**src/rtl/trng_conditioner.sv**
```systemverilog
// TRNG post-processing: oscillator gating with warm-up, XOR fold, von Neumann
// debiasing, repetition-count health test, byte packing and an output FIFO.
module trng_conditioner #(
  parameter int SIZE      = 8,
  parameter int DEPTH     = 4,
  parameter int WARMUP    = 4,
  parameter int REP_LIMIT = 16
) (
  input  logic                     clk,
  input  logic                     rst,
  input  logic                     enable,
  input  logic                     clr_fail,
  input  logic [SIZE-1:0]          raw_in,
  output logic                     ro_en,
  output logic [7:0]               out_data,
  output logic                     out_valid,
  input  logic                     out_ready,
  output logic [$clog2(DEPTH):0]   fill_level,
  output logic                     health_fail,
  output logic                     overrun
);

  localparam int AW = $clog2(DEPTH);
  localparam int WW = $clog2(WARMUP + 1);
  localparam int RW = $clog2(REP_LIMIT + 1);

  typedef enum logic {FIRST, SECOND} vn_state_t;

  logic [WW-1:0]   warm_cnt_reg;
  vn_state_t       phase_reg;
  logic            first_reg;
  logic [2:0]      bit_cnt_reg;
  logic [6:0]      acc_reg;
  logic [RW-1:0]   rep_cnt_reg;
  logic [RW-1:0]   rep_cnt_next;
  logic [SIZE-1:0] prev_word_reg;
  logic [AW-1:0]   wr_ptr_reg;
  logic [AW-1:0]   rd_ptr_reg;
  logic [AW:0]     count_reg;
  logic [7:0]      mem [DEPTH];

  logic accepted, fold, emit, byte_done, trip, pop, full, push, drop;

  assign accepted  = ro_en && !health_fail && (warm_cnt_reg == WW'(WARMUP));
  assign fold      = ^raw_in;
  assign emit      = accepted && (phase_reg == SECOND) && (first_reg != fold);
  assign byte_done = emit && (bit_cnt_reg == 3'd7);

  // rep_cnt of zero means no previous accepted word since the last restart
  always_comb begin
    rep_cnt_next = rep_cnt_reg;
    if (accepted) begin
      if (rep_cnt_reg == '0 || raw_in != prev_word_reg)
        rep_cnt_next = RW'(1);
      else if (rep_cnt_reg != RW'(REP_LIMIT))
        rep_cnt_next = rep_cnt_reg + RW'(1);
    end
  end

  assign trip = accepted && (rep_cnt_next == RW'(REP_LIMIT));
  assign pop  = out_valid && out_ready;
  assign full = (count_reg == (AW+1)'(DEPTH));
  assign push = byte_done && !trip && (!full || pop);
  assign drop = byte_done && !trip && full && !pop;

  always_ff @(posedge clk or posedge rst) begin
    if (rst) begin
      ro_en         <= 1'b0;
      health_fail   <= 1'b0;
      overrun       <= 1'b0;
      warm_cnt_reg  <= '0;
      phase_reg     <= FIRST;
      first_reg     <= 1'b0;
      bit_cnt_reg   <= 3'd0;
      acc_reg       <= 7'd0;
      rep_cnt_reg   <= '0;
      prev_word_reg <= '0;
    end else begin
      ro_en       <= enable && !health_fail;
      health_fail <= trip || (health_fail && !clr_fail);
      overrun     <= drop || (overrun && !clr_fail);
      if (!ro_en) begin
        warm_cnt_reg <= '0;
        phase_reg    <= FIRST;
        bit_cnt_reg  <= 3'd0;
        acc_reg      <= 7'd0;
        rep_cnt_reg  <= '0;
      end else begin
        if (warm_cnt_reg != WW'(WARMUP))
          warm_cnt_reg <= warm_cnt_reg + WW'(1);
        rep_cnt_reg <= rep_cnt_next;
        if (accepted)
          prev_word_reg <= raw_in;
        if (trip) begin
          phase_reg   <= FIRST;
          bit_cnt_reg <= 3'd0;
          acc_reg     <= 7'd0;
        end else if (accepted) begin
          if (phase_reg == FIRST) begin
            first_reg <= fold;
            phase_reg <= SECOND;
          end else begin
            phase_reg <= FIRST;
            if (emit) begin
              if (bit_cnt_reg != 3'd7)
                acc_reg[bit_cnt_reg] <= first_reg;
              bit_cnt_reg <= bit_cnt_reg + 3'd1;
            end
          end
        end
      end
      if (clr_fail)
        rep_cnt_reg <= '0;
    end
  end

  // A health trip flushes the queue so no byte from a suspect source escapes
  always_ff @(posedge clk or posedge rst) begin
    if (rst) begin
      wr_ptr_reg <= '0;
      rd_ptr_reg <= '0;
      count_reg  <= '0;
    end else if (trip) begin
      wr_ptr_reg <= '0;
      rd_ptr_reg <= '0;
      count_reg  <= '0;
    end else begin
      if (push) wr_ptr_reg <= wr_ptr_reg + AW'(1);
      if (pop)  rd_ptr_reg <= rd_ptr_reg + AW'(1);
      case ({push, pop})
        2'b10:   count_reg <= count_reg + (AW+1)'(1);
        2'b01:   count_reg <= count_reg - (AW+1)'(1);
        default: count_reg <= count_reg;
      endcase
    end
  end

  always_ff @(posedge clk) begin
    if (push)
      mem[wr_ptr_reg] <= {first_reg, acc_reg};
  end

  assign out_data   = mem[rd_ptr_reg];
  assign out_valid  = (count_reg != '0);
  assign fill_level = count_reg;

endmodule

```
**config.mk**
```make
export PLATFORM = sky130hd
export DESIGN_NAME = trng_conditioner
export DESIGN_NICKNAME = d
export VERILOG_FILES = /design/src/rtl/trng_conditioner.sv
export SDC_FILE = /design/constraint.sdc
export NUM_CORES = 1
export LEC_CHECK = 0
export ABC_AREA = 1
export CORE_UTILIZATION = 57
export DETAILED_ROUTE_END_ITERATION = 10
export HOLD_SLACK_MARGIN = 0.02
export PLACE_DENSITY_LB_ADDON = 0.12
export RECOVER_POWER = 25
export SLEW_MARGIN = 0
export SYNTH_ARGS = -nofsm -noshare
export SYNTH_HDL_FRONTEND = slang
export SYNTH_SLANG_ARGS = --single-unit
```
**constraint.sdc**
```tcl
create_clock -name clk -period 3.6 [get_ports clk]
set_input_delay 0.9 -clock clk [delete_from_list [all_inputs] [get_ports clk]]
set_output_delay 0.9 -clock clk [all_outputs]
set_load 0.1 [all_outputs]
```
==> run_results.csv, run 1 <==
group,metric,value,unit
global_route,antenna_found_initial,0,
cts,holdBufCountCts,0,
die,die_w,82.6,µm
critical_path,critPathBufInv,3,
logic_synthesis,yosysTopAreaCell,"edfxtp_1",
placed_design,place_hpwl,4930,µm
placed_design,io_buffers,27,
global_route,grt_pass1_vias,2605,
drt,num_vias,2889,
timing,fin_crit_sh,87.5,%
cts,clockBufferDepth,2,
drt,dr.pass1.iters,4,
cts,numCtsBuffers,9,
layout,syn_to_final_growth,15.5,%
drt,vias_per_cell,5.17,
logic_synthesis,synth-seq-cells,70,
logic_synthesis,syn_nets,464,
critical_path,cp-start-kind,"primary input",
logic_synthesis,synth_edf_count,32,
power_and_ir_drop,leakagePower,1.93,nW
critical_path,critPathMaxFanout,4,
die,rows,28,
power_and_ir_drop,vdd_ir_drop_max,0.000636,V
logic_synthesis,synth_common_cells,"nand2_1 (102), nor2_1 (61), inv_1 (57)",
layout,largest_register_ffs,32,
logic_synthesis,yosys_warnings,0,
cts,path_clk_slew,0.08,ns
layout,drive_above_1_share,12.2,%
cts,htree_levels,3,
die,core,0.00610,mm²
power_and_ir_drop,power.total,3.11,mW
run_status,status,"complete, but fails checks",
critical_path,cp-end-kind,"register",
critical_path,cp_common_cell,"nand2_1",
logic_synthesis,synthTopCellsByArea,"edfxtp_1 (26%), dfrtp_1 (26%), nand2_1 (10%), nor2_1 (6.2%), inv_1 (5.8%)",
logic_synthesis,syn-cell-area,0.00370,mm²
global_route,grtUsageTotal,23.0,%
critical_path,cp_data_arrival_time,3.39,ns
cts,cts_tree,"done",
timing,rsz0062_at_grt,"false",
timing,finClkSkew,0.00687,ns
timing,fin_crit,3.15,ns
die,die_h,82.6,µm
drt,drtAntennaViolNets,0,
cts,clk_latency,0.35,ns
drt,drt_wl_total,6980,µm
critical_path,cp_top_family,"simple AND/OR/NAND/NOR gates",
run_status,violations,"capacitance limit, slew limit",
placed_design,finalWeightedCongestion,0.887,
logic_synthesis,postSynthAreaPerCell,8.41,µm²
die,initial_core_util,60.7,%
run,cap_violations,1,
timing,holdWs,0.532,ns
logic_synthesis,synth-main-ff-cell,"dfrtp_1",
logic_synthesis,ys_seq_area_share,51.7,%
drt,drtIter0Drc,208,
critical_path,path_cells,"clkdlybuf4s50_1, inv_1, nand2_1, nand2_1, nor2_1, nand2_1, nor2_1, nor2_1, nor2_2, nand2_4, nand2_2, nand2_1, fa_1, xor2_1, inv_1, nand2_1, nand2_1, nand3_1, nand2_1",
timing,worstMarginPinSlew,2.03,ns
cts,cts.sinks,70,
timing,relSlewSlack,-35.0,%
layout,fin_nets,503,
layout,antenna_cells,0,
die,die-area,0.00682,mm²
timing,tns,0,ns
global_route,grt_max_degree,39,
power_and_ir_drop,power.density,728,mW/mm²
critical_path,path_class,"in2reg",
global_route,grt_overflow,0,
die,pin_count,28,
logic_synthesis,async_reset_ff_share,54.3,%
timing,hold_viol,0,
layout,fillCellCount,484,
logic_synthesis,synth_most_common_cell,"nand2_1",
cts,cts_setup_buffers,0,
critical_path,cp.required,3.84,ns
logic_synthesis,synth_top_area_share,26.0,%
drt,wl_per_cell,12.5,µm
cts,cts_resized,0,
drt,drc_errors,0,
logic_synthesis,netlist_instances,440,
logic_synthesis,synth_cell_types,34,
timing,slew_viol_final,39,
min_path,hp-class,"reg2reg",
critical_path,critical_path.slowest_cell,"clkdlybuf4s50_1",
timing,finalSetupViolCount,0,
critical_path,critPathMaxStageDelay,0.54,ns
global_route,grt_pass1_wl,11500,µm
cts,clockRootBuffer,"clkbuf_8",
timing,fmax,318,MHz
## through the flow
step | cell area, µm² | cells | setup slack (ns) | utilization (%)
after detailed placement | 4070 | 543 | 0.129 | 66.8
final | 4270 | 559 | 0.451 | 70.1
after global placement | 4070 | 543 | 0.216 | 66.8
after CTS | 4280 | 559 | 0.490 | 70.1
after floorplan | 3700 | 440 | 0.207 | -
after global routing | 4270 | 559 | 0.183 | 70.1
## report_power, final
group          internal (mW)  total, mW  switching, mW
Sequential             0.946       1.07          0.119
Combinational          0.340       1.40           1.06
Clock                  0.329      0.643          0.314
## cell type report
class	instances	area, µm²	area share, %
flip-flops and latches	70	1910	44.8
multi-input cells	298	1510	35.4
repair buffers	40	327	7.64
inverters	60	225	5.27
clock buffers	9	124	2.90
well taps	75	93.8	2.20
clock inverters	7	78.8	1.85
## placed cells by master (no fill, tap or decap), drive strengths merged
cell / netlist / final
buf: 6 / 27
nand4: 4 / 4
nor3: 10 / 10
bufinv: 0 / 1
edfxtp: 32 / 32
nand3: 26 / 26
nand3b: 1 / 1
o211ai: 1 / 1
nor2: 65 / 65
o31ai: 1 / 1
o311ai: 7 / 7
o21bai: 1 / 1
a21oi: 12 / 12
a21boi: 1 / 1
ha: 10 / 10
xnor2: 3 / 3
clkbuf: 6 / 10
clkdlybuf4s50: 0 / 10
or2: 3 / 3
o21ai: 34 / 34
dlygate4sd3: 0 / 2
inv: 59 / 63
dfrtp: 38 / 38
o22ai: 9 / 9
clkinv: 1 / 3
xor2: 5 / 5
fa: 1 / 1
nand2: 104 / 104
## cell families after synthesis
group	Yosys count	share of synthesized area, %
xor gates and xnor gates	8	1.89
and+or+nand+nor	213	24.7
DFF	70	51.7
buffers and inverters	72	7.47
AOI/OAI and AO/OA	66	10.3
adders and majority gates	11	3.92
## worst register-to-register path: stages, from the launching register on
cell and delay (ns):
dfrtp_1 0.39, inv_1 0.09, ha_1 0.15, nand2_1 0.12, nor3_4 0.22, buf_4 0.30
nand2_1 0.08, nor2_1 0.14, nand2_1 0.08, nor2_2 0.12, nand2_4 0.06, nand2_2 0.07
nand2_1 0.08, fa_1 0.40, xor2_1 0.19, inv_1 0.06, nand2_1 0.06, nand2_1 0.04
nand3_1 0.05, nand2_1 0.05
## final timing paths
check	start	cells after the start	slack, ns	to
hold / removal	acc_reg[1]	0	0.53	mem[3][1]
setup reg to reg	warm_cnt_reg[0]	19	0.73	fill_level[2]
max in group asynchronous	rst	3	0.72	acc_reg[3]
setup / recovery	raw_in[3]	19	0.45	fill_level[2]
hold reg to reg	acc_reg[1]	0	0.53	mem[3][1]
min in group asynchronous	rst	3	1.72	prev_word_reg[1]
## metal layers
layer  vias up  global-route usage (%)  wire [µm]
met5         -                       0          0
met2        61                    36.9       3170
met3        12                    6.04        297
li1       1514                       -          -
met4         0                    8.28        105
met1      1302                    30.2       3410
No activity file was read; power rests on OpenSTA's default activity.
==> inputs of run 2 (changes only) <==
Settings changed: GPL_TIMING_DRIVEN from default to 0.
==> run 2 against run 1 <==
Compared with the run above: the flow now finishes without violations; final cell count shrank 0.89%; combinational power grew 3%; sequential cell count is the same; sequential share of layout area grew 0.62 points; sequential power is essentially flat; via count grew 2.8%; register-to-register slack lost 0.11 ns; power grew 0.15%; critical path depth shrank 13; wire length grew 8.2%; maximum frequency shrank 7.5%.
==> run_results.csv, run 2 (synthesis gave the netlist of run 1 again) <==
group,metric,value,unit
layout,mostFrequentLayoutCell,"nand2_1",
timing,finClkSkew,0.0141,ns
layout,layout_common_cells,"nand2_1 (102), nor2_1 (61), inv_1 (57), dfrtp_1 (38)",
global_route,grt_overflow,0,
run,cap_violations,0,
drt,drc_errors,0,
power_and_ir_drop,leakagePower,1.86,nW
cts,cts_resized,21,
drt,dr.pass1.iters,4,
drt,vias_per_cell,5.36,
cts,numCtsBuffers,9,
timing,fin_crit_sh,94.6,%
global_route,grt_pass1_vias,2793,
placed_design,placed_area,0.00402,mm²
timing,fin_ws,0.195,ns
placed_design,io_buffers,23,
die,core,0.00610,mm²
timing,worstMarginPinSlew,1.47,ns
global_route,grt_pass1_wl,12500,µm
critical_path,cp-end-kind,"output port",
drt,num_vias,2969,
die,die-area,0.00682,mm²
min_path,hp-class,"reg2reg",
placed_design,finalWeightedCongestion,0.926,
drt,drt_wl_total,7560,µm
cts,holdBufCountCts,0,
critical_path,critPathMaxFanout,10,
die,initial_core_util,60.7,%
timing,relSlewSlack,1.99,%
timing,fin_crit,3.41,ns
drt,drtIter0Drc,202,
critical_path,cp.required,2.70,ns
layout,ff_latch_area,0.00191,mm²
cts,clk_latency,0.35,ns
timing,tns,0,ns
drt,drtAntennaViolNets,0,
critical_path,cp-start-kind,"register",
run_status,status,"finished clean",
die,pin_count,28,
cts,path_clk_slew,0.07,ns
timing,finalSetupViolCount,0,
layout,syn_to_final_growth,13.9,%
layout,multi_input_area,0.00151,mm²
die,die_h,82.6,µm
die,rows,28,
power_and_ir_drop,vdd_ir_drop_max,0.00101,V
drt,wl_per_cell,13.6,µm
layout,drive_above_1_share,9.19,%
die,die_w,82.6,µm
cts,clockBufferDepth,2,
cts,htree_levels,3,
critical_path,path_class,"reg2out",
critical_path,cp_data_arrival_time,2.51,ns
global_route,antenna_found_initial,0,
layout,fin_nets,498,
placed_design,place_hpwl,5440,µm
cts,clockRootBuffer,"clkbuf_8",
global_route,grtUsageTotal,25.0,%
layout,fin_area,0.00421,mm²
cts,cts_setup_buffers,0,
layout,fillCellCount,487,
power_and_ir_drop,power.density,739,mW/mm²
layout,antenna_cells,0,
global_route,grt_max_degree,39,
layout,largest_register_ffs,32,
cts,cts_tree,"done",
timing,slew_viol_final,0,
placed_design,pre_cts_ws,-0.0920,ns
timing,rsz0062_at_grt,"false",
cts,cts.sinks,70,
timing,hold_viol,0,
timing,fmax,294,MHz
==> run 2: cell types whose count changed in the layout (fill, tap and decap cells not counted) <==
| cell | before | now |
|---|---|---|
| clkinv_4 | 1 | 3 |
| buf_2 | 0 | 5 |
| clkdlybuf4s15_2 | 0 | 5 |
| clkdlybuf4s50_1 | 10 | 13 |
| inv_6 | 4 | 1 |
| clkbuf_1 | 1 | 7 |
| clkbuf_2 | 0 | 3 |
| buf_4 | 27 | 0 |
| buf_1 | 0 | 1 |
==> run 2: metrics by stage <==
step	power (mW)	std cells	utilization, %	hold WS, ns
CTS	3.14	554	69.4	0.535
global placement	2.49	538	66.0	0.504
finish	3.11	554	69.1	0.535
detailed placement	2.53	538	66.0	0.519
floorplan	2.18	440	-	0.477
global route	3.30	554	69.1	0.550
==> run 2: path summary, 6_finish.rpt <==
path	from	cells past startpoint	endpoint	slack (ns)
worst min-delay path	health_fail	1	ro_en	0.54
worst max register to register	warm_cnt_reg[0]	10	mem[3][7]	0.62
max in group asynchronous	rst	2	fill_level[2]	1.31
worst max-delay path	rd_ptr_reg[0]	6	out_data[3]	0.19
min in group asynchronous	rst	2	prev_word_reg[1]	1.43
worst min register to register	health_fail	1	ro_en	0.54
==> run 2: cell type report <==
cell class	count	share of cell area, %
plain buffers	12	1.22
clock buffers	10	3.03
clock inverters	6	1.66
inverters	60	5.35
multi-input cells	298	35.9
flip-flops and latches	70	45.4
well taps	75	2.23
repair buffers	23	5.26
==> run 2: routing by layer <==
metal	GRT usage, %	wire length (µm)	part of all wire, %
met3	5.38	352	4.7
met5	0	0	0
met4	8.79	102	1.4
met1	31.9	3490	46
met2	42.1	3610	48
==> run 2: power by group <==
part	leakage, nW	internal (mW)	switching (mW)	total (mW)
Clock	0.101	0.325	0.308	0.633
Combinational	0.992	0.337	1.10	1.44
Sequential	0.767	0.947	0.0927	1.04
==> run 2: worst max-delay path, stage by stage (launching register included) <==
cell and delay [ns]:
dfrtp_1 0.37, clkbuf_1 0.20, inv_1 0.24, clkbuf_1 0.42
nor2_1 0.09, o22ai_1 0.25, clkdlybuf4s15_2 0.59
